### src/rtl/cpu_pkg.sv
// cpu_pkg: ALU control codes and multiply-sequencer state encoding
package cpu_pkg;
  localparam logic [2:0] ALU_AND = 3'b000;
  localparam logic [2:0] ALU_OR  = 3'b001;
  localparam logic [2:0] ALU_ADD = 3'b010;
  localparam logic [2:0] ALU_MUL = 3'b011;
  localparam logic [2:0] ALU_SUB = 3'b110;
  localparam logic [2:0] ALU_SLT = 3'b111;
  typedef enum logic [1:0] {
    MS_IDLE = 2'd0,
    MS_BUSY = 2'd1,
    MS_DONE = 2'd2
  } ms_state_e;
endpackage

### src/rtl/mul_seq_ctrl.sv
// mul_seq_ctrl: iterative shift-add multiply sequencer for EX; MUL_SEQ_EARLY_EXIT_EN ends once the multiplier runs out of set bits
module mul_seq_ctrl
  import cpu_pkg::*;
#(
  parameter int DATA_W = 32,
  parameter int CNT_W  = 6
) (
  input  logic              clk_i,
  input  logic              rst_i,
  input  logic              start_i,
  input  logic [2:0]        ALUCtrl_i,
  input  logic [DATA_W-1:0] src1_i,
  input  logic [DATA_W-1:0] src2_i,
  input  logic              flush_i,
  output logic              stall_o,
  output logic              busy_o,
  output logic              done_o,
  output logic [DATA_W-1:0] result_o
);
  ms_state_e         state_q, state_d;
  logic [DATA_W-1:0] acc_q, acc_d, mcand_q, mcand_d, mplier_q, mplier_d;
  logic [CNT_W-1:0]  cnt_q, cnt_d;
  logic [DATA_W-1:0] a_in, m_in, p_in;
  logic              accept, step, last;
  // The first iteration runs in the accept cycle on the raw operands, so DONE lands exactly DATA_W cycles after accept
  always_comb begin
    accept   = start_i && ALUCtrl_i == ALU_MUL && state_q == MS_IDLE && !flush_i;
    step     = accept || (state_q == MS_BUSY && !flush_i);
    a_in     = accept ? '0 : acc_q;
    m_in     = accept ? src1_i : mcand_q;
    p_in     = accept ? src2_i : mplier_q;
    last     = !accept && cnt_q == CNT_W'(DATA_W - 1);
`ifdef MUL_SEQ_EARLY_EXIT_EN
    last     = last || (p_in >> 1) == '0;
`endif
    acc_d    = step ? (p_in[0] ? a_in + m_in : a_in) : acc_q;
    mcand_d  = step ? m_in << 1 : mcand_q;
    mplier_d = step ? p_in >> 1 : mplier_q;
    cnt_d    = accept ? CNT_W'(1) : step ? cnt_q + 1'b1 : cnt_q;
    state_d  = step ? (last ? MS_DONE : MS_BUSY) : (flush_i || state_q == MS_DONE) ? MS_IDLE : state_q;
    stall_o  = step;
    busy_o   = state_q != MS_IDLE;
    done_o   = state_q == MS_DONE && !flush_i;
    result_o = acc_q;
  end
  // State and datapath registers, cleared asynchronously
  always_ff @(posedge clk_i or posedge rst_i) begin
    if (rst_i) begin
      state_q  <= MS_IDLE;
      acc_q    <= '0;
      mcand_q  <= '0;
      mplier_q <= '0;
      cnt_q    <= '0;
    end else begin
      state_q  <= state_d;
      acc_q    <= acc_d;
      mcand_q  <= mcand_d;
      mplier_q <= mplier_d;
      cnt_q    <= cnt_d;
    end
  end
endmodule
### config.mk
export PLATFORM = sky130hd
export DESIGN_NAME = mul_seq_ctrl
export DESIGN_NICKNAME = d
export VERILOG_FILES = /design/src/rtl/cpu_pkg.sv /design/src/rtl/mul_seq_ctrl.sv
export SDC_FILE = /design/constraint.sdc
export NUM_CORES = 1
export LEC_CHECK = 0
export ABC_AREA = 1
export BUFFER_PORTS_ARGS = -buffer_cell sky130_fd_sc_hd__buf_4
export CELL_PAD_IN_SITES_DETAIL_PLACEMENT = 0
export CELL_PAD_IN_SITES_GLOBAL_PLACEMENT = 1
export CORE_MARGIN = 2
export CORE_UTILIZATION = 41
export CTS_CLUSTER_DIAMETER = 80
export DETAILED_ROUTE_END_ITERATION = 8
export PLACE_DENSITY = 0.83
export SYNTH_ARGS = -nofsm -noshare
export SYNTH_HDL_FRONTEND = slang
export SYNTH_SLANG_ARGS = --single-unit
### constraint.sdc
create_clock -name clk_i -period 3.9 [get_ports clk_i]
set_input_delay 0.78 -clock clk_i [delete_from_list [all_inputs] [get_ports clk_i]]
set_output_delay 0.78 -clock clk_i [all_outputs]
set_load 0.01 [all_outputs]
# == Word-level counts from Yosys, hierarchy flattened ==
# Cells that the tools add are included.
# W data, S select, Z words.
# word_totals
ff_bits,102
word_cells,34
# op_classes
add_sub_neg,2
eq_ne,4
muxes,9
reduce_logical,14
# ops
cell,n
$mux W32,4
$add A32 B32 Y32,1
$mux W6,2
$add A6 B1 Y6 const B,1
$eq A6 B5 Y1 const B,1
$logic_and A1 B1 Y1,6
$mux W2,3
$reduce_bool A2 Y1,3
$eq A3 B2 Y1 const B,1
$eq A2 B1 Y1 const B,1
$eq A2 B2 Y1 const B,1
$logic_not A1 Y1,2
$logic_not A2 Y1,1
$logic_or A1 B1 Y1,2

# == Logic depth before layout (Yosys ltp) ==
# Gate-level depths: netlist of run 1.
# depth
word_depth,8
depth_mapped,21

# == Worst setup path before layout of run 1 ==
# Ideal clock, no wire load.
# synth_timing
kind,input to register
start,in start_i
end,reg acc_q[12] (netlist: result_o[12])
setup_time_ps,125
t_arrival_ps,2934
required_time_ps,3775
path_slack_ps,840
path_stages,16
cell_sequence,nand3_1 nor2_8 buf_4 buf_4 buf_2 nor2_1 ha_1 nand2_1 inv_1 a21oi_1 nand2_1 nand2_1 nand2_1 o21ai_0 a21oi_1 o21bai_1
# synth_via
elab_chain_cells,6
elab_cells_between_ends,9
# synth_lines
item,line,rtl
"start, declared",mul_seq_ctrl.sv:10,"input logic start_i,"
$logic_and A1 B1 Y1 (*) (3 in a row),mul_seq_ctrl.sv:27,accept = start_i && ALUCtrl_i == ALU_MUL && state_q == MS_IDLE && !flush_i;
$mux W32 (on tied branches),"mul_seq_ctrl.sv:29, mul_seq_ctrl.sv:30",
$add A32 B32 Y32,mul_seq_ctrl.sv:36,acc_d = step ? (p_in[0] ? a_in + m_in : a_in) : acc_q;
$mux W32,mul_seq_ctrl.sv:36,
"end signal, assigned",mul_seq_ctrl.sv:50,acc_q <= '0;
"end signal, assigned",mul_seq_ctrl.sv:56,acc_q <= acc_d;
"end, declared",mul_seq_ctrl.sv:21,"logic [DATA_W-1:0] acc_q, acc_d, mcand_q, mcand_d, mplier_q, mplier_d;"
# Every way passes the cells marked *; elsewhere a longest branch is shown, timed or not.
# A chain may end at the register's enable or synchronous reset.

# == Worst setup path in the final report of run 1 ==
# layout_timing
start,in ALUCtrl_i[2]
end,reg acc_q[20] (netlist: result_o[20])
# layout_via
elab_chain_cells,7
elab_cells_between_ends,10
# layout_lines
item,line,rtl
"start, declared",mul_seq_ctrl.sv:11,"input logic [2:0] ALUCtrl_i,"
$eq A3 B2 Y1,mul_seq_ctrl.sv:27,
$logic_and A1 B1 Y1 (3 in a row),mul_seq_ctrl.sv:27,
$mux W32,mul_seq_ctrl.sv:30,m_in = accept ? src1_i : mcand_q;
net m_in[17],mul_seq_ctrl.sv:23,"logic [DATA_W-1:0] a_in, m_in, p_in;"
$add A32 B32 Y32,mul_seq_ctrl.sv:36,
$mux W32,mul_seq_ctrl.sv:36,
# The timed path passes the listed nets, and every way through them passes these cells.

==> key figures, run 1 <==
Floorplan
  – Die height: 134 um
  – Die area: 17,900 um^2
  – Initial Util: 41.8%
  – DIE WIDTH: 134 um
  – Area of the core: 16,500 um^2
  – Ports: 106
  – Num rows: 47

Logic synthesis
  – Complex-gate fraction of the synthesized area: 16.2%
  – XOR/XNOR share of the synthesized area: 1.52%
  – Avg Synthesized Cell Area: 6.91 um^2
  – Synth cell types: 40
  – Sequential fraction of the synthesis area: 37.0%
  – Post-synthesis mux area share: 0%
  – Main combinational cell family by area after synthesis: simple AND/OR/NAND/NOR gates
  – Adder-cell share of the synthesized area: 5.91%
  – Yosys synthesis warning count: 0
  – Syn Inst Count: 998
  – Post-Syn Area: 6900 um^2
  – Post-synthesis register bit count: 102
  – Synthesized Nets: 1,101
  – Post-synthesis simple-gate area fraction: 26.3%

Worst setup path
  – FF-to-FF path depth: 14
  – Reg2reg end: result_o[20]
  – R2r startpoint: state_q[1]
  – Worst setup path endpoint: result_o[20]
  – R2R setup slack: 0.86 ns
  – WP data required: 4.18 ns
  – Largest stage delay on the critical path: 0.41 ns
  – Crit-path cells: buf_4, nor2_1, nand2_2, nor2_8, buf_12, o21ai_0, ha_1, nand2_1, nor2_1, inv_1, nor2_1, nand4_1, nand4_1, nand3_1, a21oi_1
  – CP Launch Type: primary input
  – Worst Setup End Kind: register
  – Critical Path Source: ALUCtrl_i[2]
  – Setup Crit Path Kind: primary input to register
  – Crit path DAT: 3.38 ns
  – Worst-path fanout max: 53
  – Crit path top cell by count: nor2_1
  – Slowest CP cell: ha_1

Drt
  – Detailed-route wire length per cell: 14.2 um
  – Vias/cell: 5.02
  – First drt pass iteration count: 5
  – Iter 0 DRT Violations: 424
  – Final wirelength: 18,600 um
  – Post-DRT Antenna Nets: 0
  – DR DRC count: 0
  – Total number of vias: 6,588

Run
  – Total of max-cap violations: 0

Power and ir drop
  – Power per cell area: 759 nW/um^2
  – P_leak: 4.26 nW
  – Worst IR drop on VDD: 0.290 mV
  – Tot Pwr: 6.20 mW

Global route
  – Pin count of the biggest net entering global routing: 115
  – Vias in the first global route: 6,173
  – Total GRT Usage: 21.7%
  – First-pass GRT wire length: 31,000 um
  – GRT overflow: 0
  – Initial antenna violation count: 0

Clock tree
  – Num CTS Buffers: 9
  – Post_cts resized: 0
  – Clock Latency Late Sink: 0.36 ns
  – Setup bufs post-CTS: 0
  – Hold Buf Count CTS: 0
  – Clock tree sinks: 102
  – CTS tree: yes
  – H-tree depth: 3
  – Worst-path clk slew: 0.07 ns
  – Clock root buffer: clkbuf_16
  – CTS max path bufs: 2

STA
  – Min Tclk post-route: 3.09 ns
  – Fin crit share: 79.3%
  – Max Slew Vio Count: 0
  – RSZ-0062 raised after global routing: false
  – Final number of setup-violating endpoints: 0
  – Worst Clk Skew: 0.00994 ns
  – Worst slew pin tran: 0.673 ns
  – Rel. slew slack: 55.1%
  – Max Freq: 323 MHz
  – Total negative setup slack: 0 ns
  – Final Hold Violating Endpoints: 0

Final layout
  – Final-stage net count: 1,190
  – Ant. Diodes: 0
  – Syn-to-layout area delta: 18.3%
  – Share of layout cells above drive strength 1: 13.2%

Placement
  – Routability cong.: 0.913
  – Port Buffers: 105
  – DP HPWL: 14,000 um

Run status
  – Status: finished, final reports clean

Worst hold path
  – HP Class: register to register
[power breakdown]
| part | switching [mW] | internal [mW] | total, mW |
|---|---|---|---|
| sequential | 0.186 | 1.43 | 1.62 |
| clock | 0.460 | 0.451 | 0.911 |
| combinational | 2.29 | 1.38 | 3.67 |
| total | 2.93 | 3.27 | 6.20 |
[area by class of cell]
class | instances | area (um^2)
sequential | 102 | 2550
timing repair buffer | 111 | 883
clock inverter | 7 | 68.8
tap | 220 | 275
multi-input combinational | 675 | 3450
inverter | 188 | 708
clock buffer | 9 | 225
fill | 1722 | 8360
[logic make-up after synthesis]
kind of cell / Yosys count
other: 1
AOI/OAI and AO/OA: 189
xor gates and xnor gates: 12
buffers and inverters: 221
and+or+nand+nor: 441
DFF: 102
adders and majority gates: 32
[worst min-delay path by stage]
stage | start | end | cells after the start
after CTS | cnt_q[5] | cnt_q[5] | 1
after global placement | cnt_q[5] | cnt_q[5] | 1
final | cnt_q[5] | cnt_q[5] | 1
after floorplan | cnt_q[5] | cnt_q[5] | 1
after global routing | cnt_q[5] | cnt_q[5] | 1
after detailed placement | cnt_q[5] | cnt_q[5] | 1
[layer usage]
layer | wire [um] | up-vias | share of wire (%) | track usage, %
li1 | - | 3356 | - | -
met1 | 9550 | 3056 | 51 | 32.3
met2 | 8070 | 159 | 43 | 33.0
met3 | 761 | 17 | 4.1 | 2.51
met4 | 248 | 0 | 1.3 | 6.32
met5 | 0 | - | 0 | 0
[placed cells by master (no fill, tap or decap), drive strengths merged, types with 5 or more instances in the layout]
master / netlist / final
nor2: 95 / 95
nand2: 276 / 276
a21oi: 46 / 46
buf: 24 / 111
o21bai: 6 / 6
nand4: 10 / 10
ha: 31 / 31
nand3: 48 / 48
dfrtp: 102 / 102
xnor2: 9 / 9
nor3: 5 / 5
inv: 188 / 191
o22ai: 9 / 9
o221ai: 30 / 30
o21ai: 92 / 92
clkbuf: 9 / 9
[registers in the layout (all words and copies together) (netlist names), named ones only]
name	count
mplier_q	31
mcand_q	31
result_o	31
state_q	2
cnt_q	6
[worst max-delay path: cells and delay by family]
family | cells | cell delay, ns
AO/OA/AOI/OAI | 2 | 0.33
buffers and inverters | 3 | 0.43
AND/OR/NAND/NOR | 9 | 1.39
adder cells (fa/ha/maj) | 1 | 0.41
[cell usage after synthesis (all sizes together)]
master | instances | area [um^2]
nor2 | 95 | 393
nor4b | 1 | 15.0
buf | 24 | 160
o21ai | 92 | 472
a211oi | 1 | 7.51
nor4 | 1 | 6.26
nand4 | 10 | 62.6
or2 | 1 | 6.26
dfrtp | 102 | 2550
conb | 1 | 3.75
xor2 | 3 | 26.3
a21boi | 1 | 7.51
a31oi | 1 | 6.26
o22ai | 9 | 56.3
nand2 | 276 | 1040
nand3b | 3 | 22.5
and2 | 1 | 6.26
a21o | 1 | 7.51
ha | 31 | 388
clkbuf | 9 | 33.8
o32ai | 1 | 8.76
o221ai | 30 | 263
a21oi | 46 | 234
fa | 1 | 20.0
a22o | 1 | 8.76
o21bai | 6 | 45.0
nand3 | 48 | 240
xnor2 | 9 | 78.8
nor3 | 5 | 25.0
inv | 188 | 706
[per-stage QoR]
| stage | instances | setup slack, ns | cell area (um^2) | hold WS [ns] | utilization (%) |
|---|---|---|---|---|---|
| final | 1312 | 0.806 | 8160 | 0.462 | 49.4 |
| after global routing | 1312 | 0.494 | 8160 | 0.504 | 49.4 |
| after CTS | 1312 | 0.783 | 8160 | 0.464 | 49.4 |
| after detailed placement | 1296 | 0.431 | 7870 | 0.453 | 47.6 |
| after global placement | 1296 | 0.415 | 7870 | 0.465 | 47.6 |
| after floorplan | 998 | 0.445 | 6900 | 0.434 | - |
Note: power is estimated with default switching activity, not from simulation.
==> run 2, diff against run 1 <==
- ABC_AREA: 1 -> 0
- CORE_UTILIZATION: 41 -> 39
- PLACE_DENSITY: 0.83 -> 0.81
- clock period: 3.9 -> 2.7 ns (I/O delays scaled with it)
==> run 2 against run 1 <==
  * The flow now finishes with violations (negative setup slack)
  * Non-clock buffer count is 146 higher
  * Sequential share of layout area is 3.8 points lower
  * Clock skew increased by 0.0059 ns
  * Largest cell class unchanged
  * Highest routed layer unchanged
==> key figures, run 2 <==
Run status
  – Status: complete, but fails checks
  – Failing checks: negative setup slack

Worst setup path
  – Largest stage delay on the critical path: 0.53 ns (+0.12 ns)
  – Worst-path fanout max: 5 (-91%)
  – Slowest CP cell: or4b_4
  – Worst path top cell family by delay: simple AND/OR/NAND/NOR gates
  – CP Launch Type: register
  – Buf/Inv on CP: 2 (-1)
  – Setup Crit Path Kind: register to register
  – WP data required: 2.96 ns (-1.22 ns)
  – Critical Path Source: state_q[1]
  – Crit-path cells: nor3b_2, nand4_1, buf_6, buf_12, and2_4, fa_2, a21o_1, a221oi_4, nor3_2, or4b_4, nand3_4, nand3b_1, a21oi_2, xnor2_1, a22o_1
  – R2r startpoint: state_q[1]
  – Worst Setup End Kind: register
  – Crit path DAT: 3.76 ns (+0.38 ns)

Final layout
  – Multi-input logic area: 4050 um^2 (+17%)
  – Final-stage net count: 1,032 (-13%)
  – Most frequent cells in the layout: buf_4, nand2_1, dfrtp_1, nor2_1, a31oi_1
  – Fill count: 1,303 (-24%)
  – Register Area: 2550 um^2 (unchanged)
  – Commonest non-fill, non-tap cell in the layout: buf_4
  – Syn-to-layout area delta: 51.9%
  – Ant. Diodes: 0 (unchanged)
  – Final Non-Filler Cells: 1,145 (-13%)
  – Share of layout cells above drive strength 1: 41.3% (+28 points)

Drt
  – Detailed-route wire length per cell: 16.0 um (+13%)
  – First drt pass iteration count: 4 (-1)
  – Iter 0 DRT Violations: 366 (-14%)
  – Post-DRT Antenna Nets: 0 (unchanged)
  – Total number of vias: 5,987 (-9.1%)
  – Vias/cell: 5.23 (+4.1%)
  – DR DRC count: 0 (unchanged)
  – Final wirelength: 18,400 um (-1.5%)

STA
  – Worst Clk Skew: 0.0159 ns (+0.00594 ns)
  – Final number of setup-violating endpoints: 25 (+25)
  – Rel. slew slack: 63.7% (+8.6 points)
  – Final hold slack: 0.319 ns (-0.143 ns)
  – Max Slew Vio Count: 0 (unchanged)
  – Fin crit share: 130%
  – Min Tclk post-route: 3.51 ns
  – Worst slew pin tran: 0.544 ns (-0.129 ns)
  – Max Freq: 285 MHz
  – Total negative setup slack: -13.59 ns (-13.59 ns)
  – Final Hold Violating Endpoints: 0 (unchanged)
  – RSZ-0062 raised after global routing: true
  – Post-route setup slack: -0.808 ns (-1.61 ns)

Logic synthesis
  – Largest cells by area after synthesis: dfrtp_1, nand2_1, ha_1
  – Synthesized Nets: 803 (-27%)
  – Post-synthesis register bit count: 102 (unchanged)
  – Top cells by count, synth: nand2_1, dfrtp_1, nor2_1
  – Avg Synthesized Cell Area: 8.74 um^2 (+26%)
  – Dominant cell by count in the synthesized netlist: nand2_1
  – Yosys synthesis warning count: 0 (unchanged)
  – Dominant synthesized flop cell: dfrtp_1
  – Post-Syn Area: 6120 um^2 (-11%)
  – Biggest area consumer among synthesized cells: dfrtp_1
  – Post-synth EDFFs: 0 (unchanged)
  – Sequential fraction of the synthesis area: 41.7% (+4.7 points)
  – Syn Inst Count: 700 (-30%)
  – Synth cell types: 61 (+53%)
  – Post-synth top area share: 41.7% (+4.7 points)
  – Async S/R FF share, synth: 100% (unchanged)

Placement
  – DP HPWL: 12,500 um (-11%)
  – Port Buffers: 105 (unchanged)
  – Routability cong.: 0.886 (-2.9%)
  – Placed Cells: 1,110 (-14%)
  – Setup WS pre-CTS: -1.01 ns (-1.44 ns)

Floorplan
  – Area of the core: 15,300 um^2 (-7.7%)
  – Num rows: 45 (-4.3%)
  – DIE WIDTH: 129 um (-3.3%)
  – Die height: 129 um (-3.3%)
  – Initial Util: 40.1% (-1.7 points)
  – Die area: 16,700 um^2 (-6.6%)
  – Ports: 106 (unchanged)

Power and ir drop
  – Power per cell area: 1260 nW/um^2 (+65%)
  – P_leak: 4.55 nW (+6.9%)
  – Tot Pwr: 11.7 mW (+88%)
  – Worst IR drop on VDD: 0.622 mV (+110%)

Clock tree
  – Clock tree sinks: 102 (unchanged)
  – H-tree depth: 3 (unchanged)
  – Clock root buffer: clkbuf_16
  – Num CTS Buffers: 9 (unchanged)
  – Worst-path clk slew: 0.09 ns (+0.02 ns)
  – CTS max path bufs: 2 (unchanged)
  – Clock Latency Late Sink: 0.37 ns (about the same)
  – Hold Buf Count CTS: 0 (unchanged)
  – CTS tree: yes

Global route
  – GRT overflow: 0 (unchanged)
  – Total GRT Usage: 21.7% (+0.022 points)
  – Initial antenna violation count: 0 (unchanged)
  – First-pass GRT wire length: 28,900 um (-6.9%)
  – Vias in the first global route: 6,047 (-2.0%)
  – Pin count of the biggest net entering global routing: 103 (-10%)

Run
  – Total of max-cap violations: 0 (unchanged)

Worst hold path
  – HP Class: primary input to asynchronous set/reset pin
run 2: changes by cell type in the layout (fill, tap and decap cells not counted), sizes merged, moves of 14 or more:
cell / delta
a21oi: -20
o21ai: -82
a22o: +29
nor2: -46
and2: +32
a31oi: +35
inv: -183
o221ai: -30
xor2: +14
a21o: +21
nand2: -93
buf: +145
a22oi: +29
nand3: -40
run 2: final timing paths:
kind,depth (start not counted),slack [ns],end
worst max-delay path,15,-0.81,result_o[28]
worst min-delay path,3,0.32,result_o[9]
worst max register to register,15,-0.81,result_o[28]
worst min register to register,2,0.48,mplier_q[9]
max in group asynchronous,3,1.96,mcand_q[28]
min in group clk_i,3,0.38,mplier_q[30]
run 2: worst min-delay path: stages:
cell,delay (ns)
buf_4,0.12
clkinvlp_4,0.07
buf_12,0.42
run 2: cell families (layout without fill, tap and decap cells):
kind of cell / Yosys count / in the layout / share of synthesized area (%)
adders and majority gates: 32 / 32 / 6.67
buffers and inverters: 44 / 278 / 2.70
and+or+nand+nor: 307 / 307 / 22.3
other: 1 / 1 / 0.0613
DFF: 102 / 102 / 41.7
AOI/OAI and AO/OA: 179 / 179 / 21.5
xor gates and xnor gates: 34 / 34 / 4.87
muxes: 1 / 1 / 0.164
run 2: power breakdown:
group	switching [mW]	leakage [nW]	internal [mW]
sequential	0.373	1.26	2.06
clock	0.709	0.149	0.669
combinational	3.68	3.14	4.17
total	4.77	4.55	6.90
run 2: cell type report:
| class | count | area share, % |
|---|---|---|
| Tap cell | 211 | 2.84 |
| Inverter | 5 | 0.242 |
| Multi-Input combinational cell | 554 | 43.6 |
| Timing Repair Buffer | 257 | 22.5 |
| Clock buffer | 9 | 2.42 |
| Sequential cell | 102 | 27.5 |
| Clock inverter | 7 | 0.915 |
run 2: metal layers:
layer	part of all wire [%]	track usage [%]	vias up
li1	-	-	2928
met1	42	26.1	2927
met2	52	38.2	104
met3	4.1	4.58	28
met4	2.3	7.80	0
met5	0	0	-
run 2: timing repair:
action / CTS / global route
resized for setup: 41 / 47
endpoints found under the setup margin: 24 / 27
pin swaps: 4 / 30
buffers inserted: 6 / 12
gates cloned: 1 / 1
run 2: through the flow:
step           area [um^2]  util (%)
6_report              9300      60.9
5_1_grt               9300      60.9
4_1_cts               8940      58.6
3_5_place_dp          8370      54.8
3_3_place_gp          8370      54.8
2_1_floorplan         6520         -
==> run 3, diff against run 2 <==
- MAX_ROUTING_LAYER: unset -> met4
==> run 3 against run 2 <==
  * The run still ends with negative setup slack left
  * Combinational power about the same
  * Critical path depth up 1
  * Worst setup slack better by 0.0066 ns
  * Clock power about the same
  * Die area unchanged
  * Critical path type unchanged
  * Highest routed layer unchanged
==> key figures, run 3 (synthesized netlist as in run 2, its figures left out) <==
Global route
  – Initial antenna violation count: 0 (unchanged)
  – GRT overflow: 0 (unchanged)
  – Pin count of the biggest net entering global routing: 103 (unchanged)
  – First-pass GRT wire length: 28,900 um (about the same)
  – Total GRT Usage: 22.4% (+0.68 points)
  – Vias in the first global route: 6,049 (+0.033%)

STA
  – Max Slew Vio Count: 0 (unchanged)
  – Max Freq: 286 MHz (+0.19%)
  – Final number of setup-violating endpoints: 25 (unchanged)
  – Worst slew pin tran: 0.555 ns (+0.0109 ns)
  – Worst Clk Skew: 0.0156 ns (-0.000245 ns)
  – Min Tclk post-route: 3.50 ns (-0.00657 ns)
  – Rel. slew slack: 63.0% (-0.73 points)
  – Post-route setup slack: -0.801 ns (+0.00657 ns)
  – RSZ-0062 raised after global routing: true
  – Fin crit share: 130% (-0.24 points)
  – Final Hold Violating Endpoints: 0 (unchanged)
  – Total negative setup slack: -13.30 ns (+0.290 ns)

Final layout
  – Share of layout cells above drive strength 1: 41.3% (unchanged)
  – Most frequent cells in the layout: buf_4, nand2_1, dfrtp_1, nor2_1, a31oi_1
  – Design area: 9300 um^2 (unchanged)
  – Commonest non-fill, non-tap cell in the layout: buf_4
  – Final-stage net count: 1,032 (unchanged)
  – Ant. Diodes: 0 (unchanged)
  – Final Non-Filler Cells: 1,145 (unchanged)
  – Syn-to-layout area delta: 51.9% (unchanged)
  – Finished Core Util: 60.9% (unchanged)

Power and ir drop
  – Tot Pwr: 11.7 mW (about the same)
  – Power per cell area: 1250 nW/um^2 (about the same)
  – Worst IR drop on VDD: 0.623 mV (about the same)
  – P_leak: 4.55 nW (unchanged)

Worst setup path
  – R2R setup slack: -0.80 ns (about the same)
  – Worst-path fanout max: 6 (+1)
  – Setup Crit Path Kind: register to register
  – Crit path DAT: 3.79 ns (+0.03 ns)
  – CP Launch Type: register
  – WP data required: 2.99 ns (+0.03 ns)
  – Worst Setup End Kind: register

Floorplan
  – Die height: 129 um (unchanged)
  – Initial Util: 40.1% (unchanged)
  – Ports: 106 (unchanged)
  – Area of the core: 15,300 um^2 (unchanged)
  – DIE WIDTH: 129 um (unchanged)
  – Num rows: 45 (unchanged)
  – Die area: 16,700 um^2 (unchanged)

Drt
  – Total number of vias: 5,975 (-0.20%)
  – Vias/cell: 5.22 (-0.20%)
  – Iter 0 DRT Violations: 325 (-11%)
  – Post-DRT Antenna Nets: 0 (unchanged)
  – Detailed-route wire length per cell: 16.0 um (about the same)
  – Final wirelength: 18,300 um (about the same)
  – DR DRC count: 0 (unchanged)
  – First drt pass iteration count: 5 (+1)

Clock tree
  – Clock tree sinks: 102 (unchanged)
  – H-tree depth: 3 (unchanged)
  – CTS tree: yes
  – CTS max path bufs: 2 (unchanged)
  – Worst-path clk slew: 0.09 ns (about the same)
  – Clock Latency Late Sink: 0.37 ns (about the same)
  – Clock root buffer: clkbuf_16
  – Hold Buf Count CTS: 0 (unchanged)
  – Num CTS Buffers: 9 (unchanged)

Placement
  – Placed Cells: 1,110 (unchanged)
  – Placed inst area: 8370 um^2 (unchanged)
  – DP HPWL: 12,500 um (unchanged)
  – Port Buffers: 105 (unchanged)
  – Routability cong.: 0.901 (+1.7%)

Run
  – Total of max-cap violations: 0 (unchanged)

Run status
  – Failing checks: negative setup slack
  – Status: complete, but fails checks

Worst hold path
  – HP Class: primary input to asynchronous set/reset pin
-- run 3: cell counts in the layout (fill, tap and decap cells not counted) --
No cell type changed its count.
-- run 3: final timing paths --
| path | start | to | depth (start not counted) |
|---|---|---|---|
| setup / recovery | state_q[1] | result_o[31] | 16 |
| hold / removal | rst_i | result_o[9] | 3 |
| setup reg to reg | state_q[1] | result_o[31] | 16 |
| hold reg to reg | mplier_q[9] | mplier_q[9] | 2 |
| max in group asynchronous | rst_i | mcand_q[28] | 3 |
| min in group clk_i | src2_i[31] | mplier_q[30] | 3 |
-- run 3: report_power, final --
part	leakage (nW)	internal (mW)	total, mW	switching, mW
Sequential	1.26	2.06	2.44	0.375
Combinational	3.14	4.17	7.85	3.68
Clock	0.149	0.669	1.38	0.708
-- run 3: through the flow --
step	setup slack [ns]	hold slack, ns
3_3_place_gp	-0.910	0.458
4_1_cts	-0.697	0.351
5_1_grt	-0.970	0.386
6_report	-0.801	0.318
3_5_place_dp	-1.01	0.463
2_1_floorplan	-0.640	0.446
-- run 3: repair_timing --
| item | in CTS | in global routing |
|---|---|---|
| gates cloned | 1 | 1 |
| pin swaps | 4 | 30 |
| endpoints found under the setup margin | 24 | 27 |
| setup buffers | 6 | 12 |
| hold endpoints to repair | 0 | 0 |
| gates resized for setup | 41 | 47 |
-- run 3: layout make-up --
cell class,count,area [um^2]
inverter,5,22.5
clock inverter,7,85.1
timing repair buffer,257,2090
sequential,102,2550
fill,1303,5960
tap,211,264
clock buffer,9,225
multi-input combinational,554,4050
-- run 3: worst max-delay path: stages, from the launching register on --
cell	delay, ns
dfrtp_1	0.40
nor3b_2	0.23
nand4_1	0.15
buf_6	0.17
buf_12	0.14
and2_1	0.18
ha_4	0.32
nand2_4	0.07
nor4_4	0.30
a211oi_2	0.12
buf_4	0.17
o31ai_4	0.20
o311ai_2	0.12
and4b_1	0.22
a311o_1	0.33
xor2_1	0.14
o22ai_1	0.15
-- run 3: layer usage --
layer	routed length (um)	track usage [%]	vias to the layer above
met2	9390	38.2	92
met5	0	-	-
li1	-	-	2928
met1	7930	26.3	2925
met3	641	4.79	30
met4	388	7.23	0
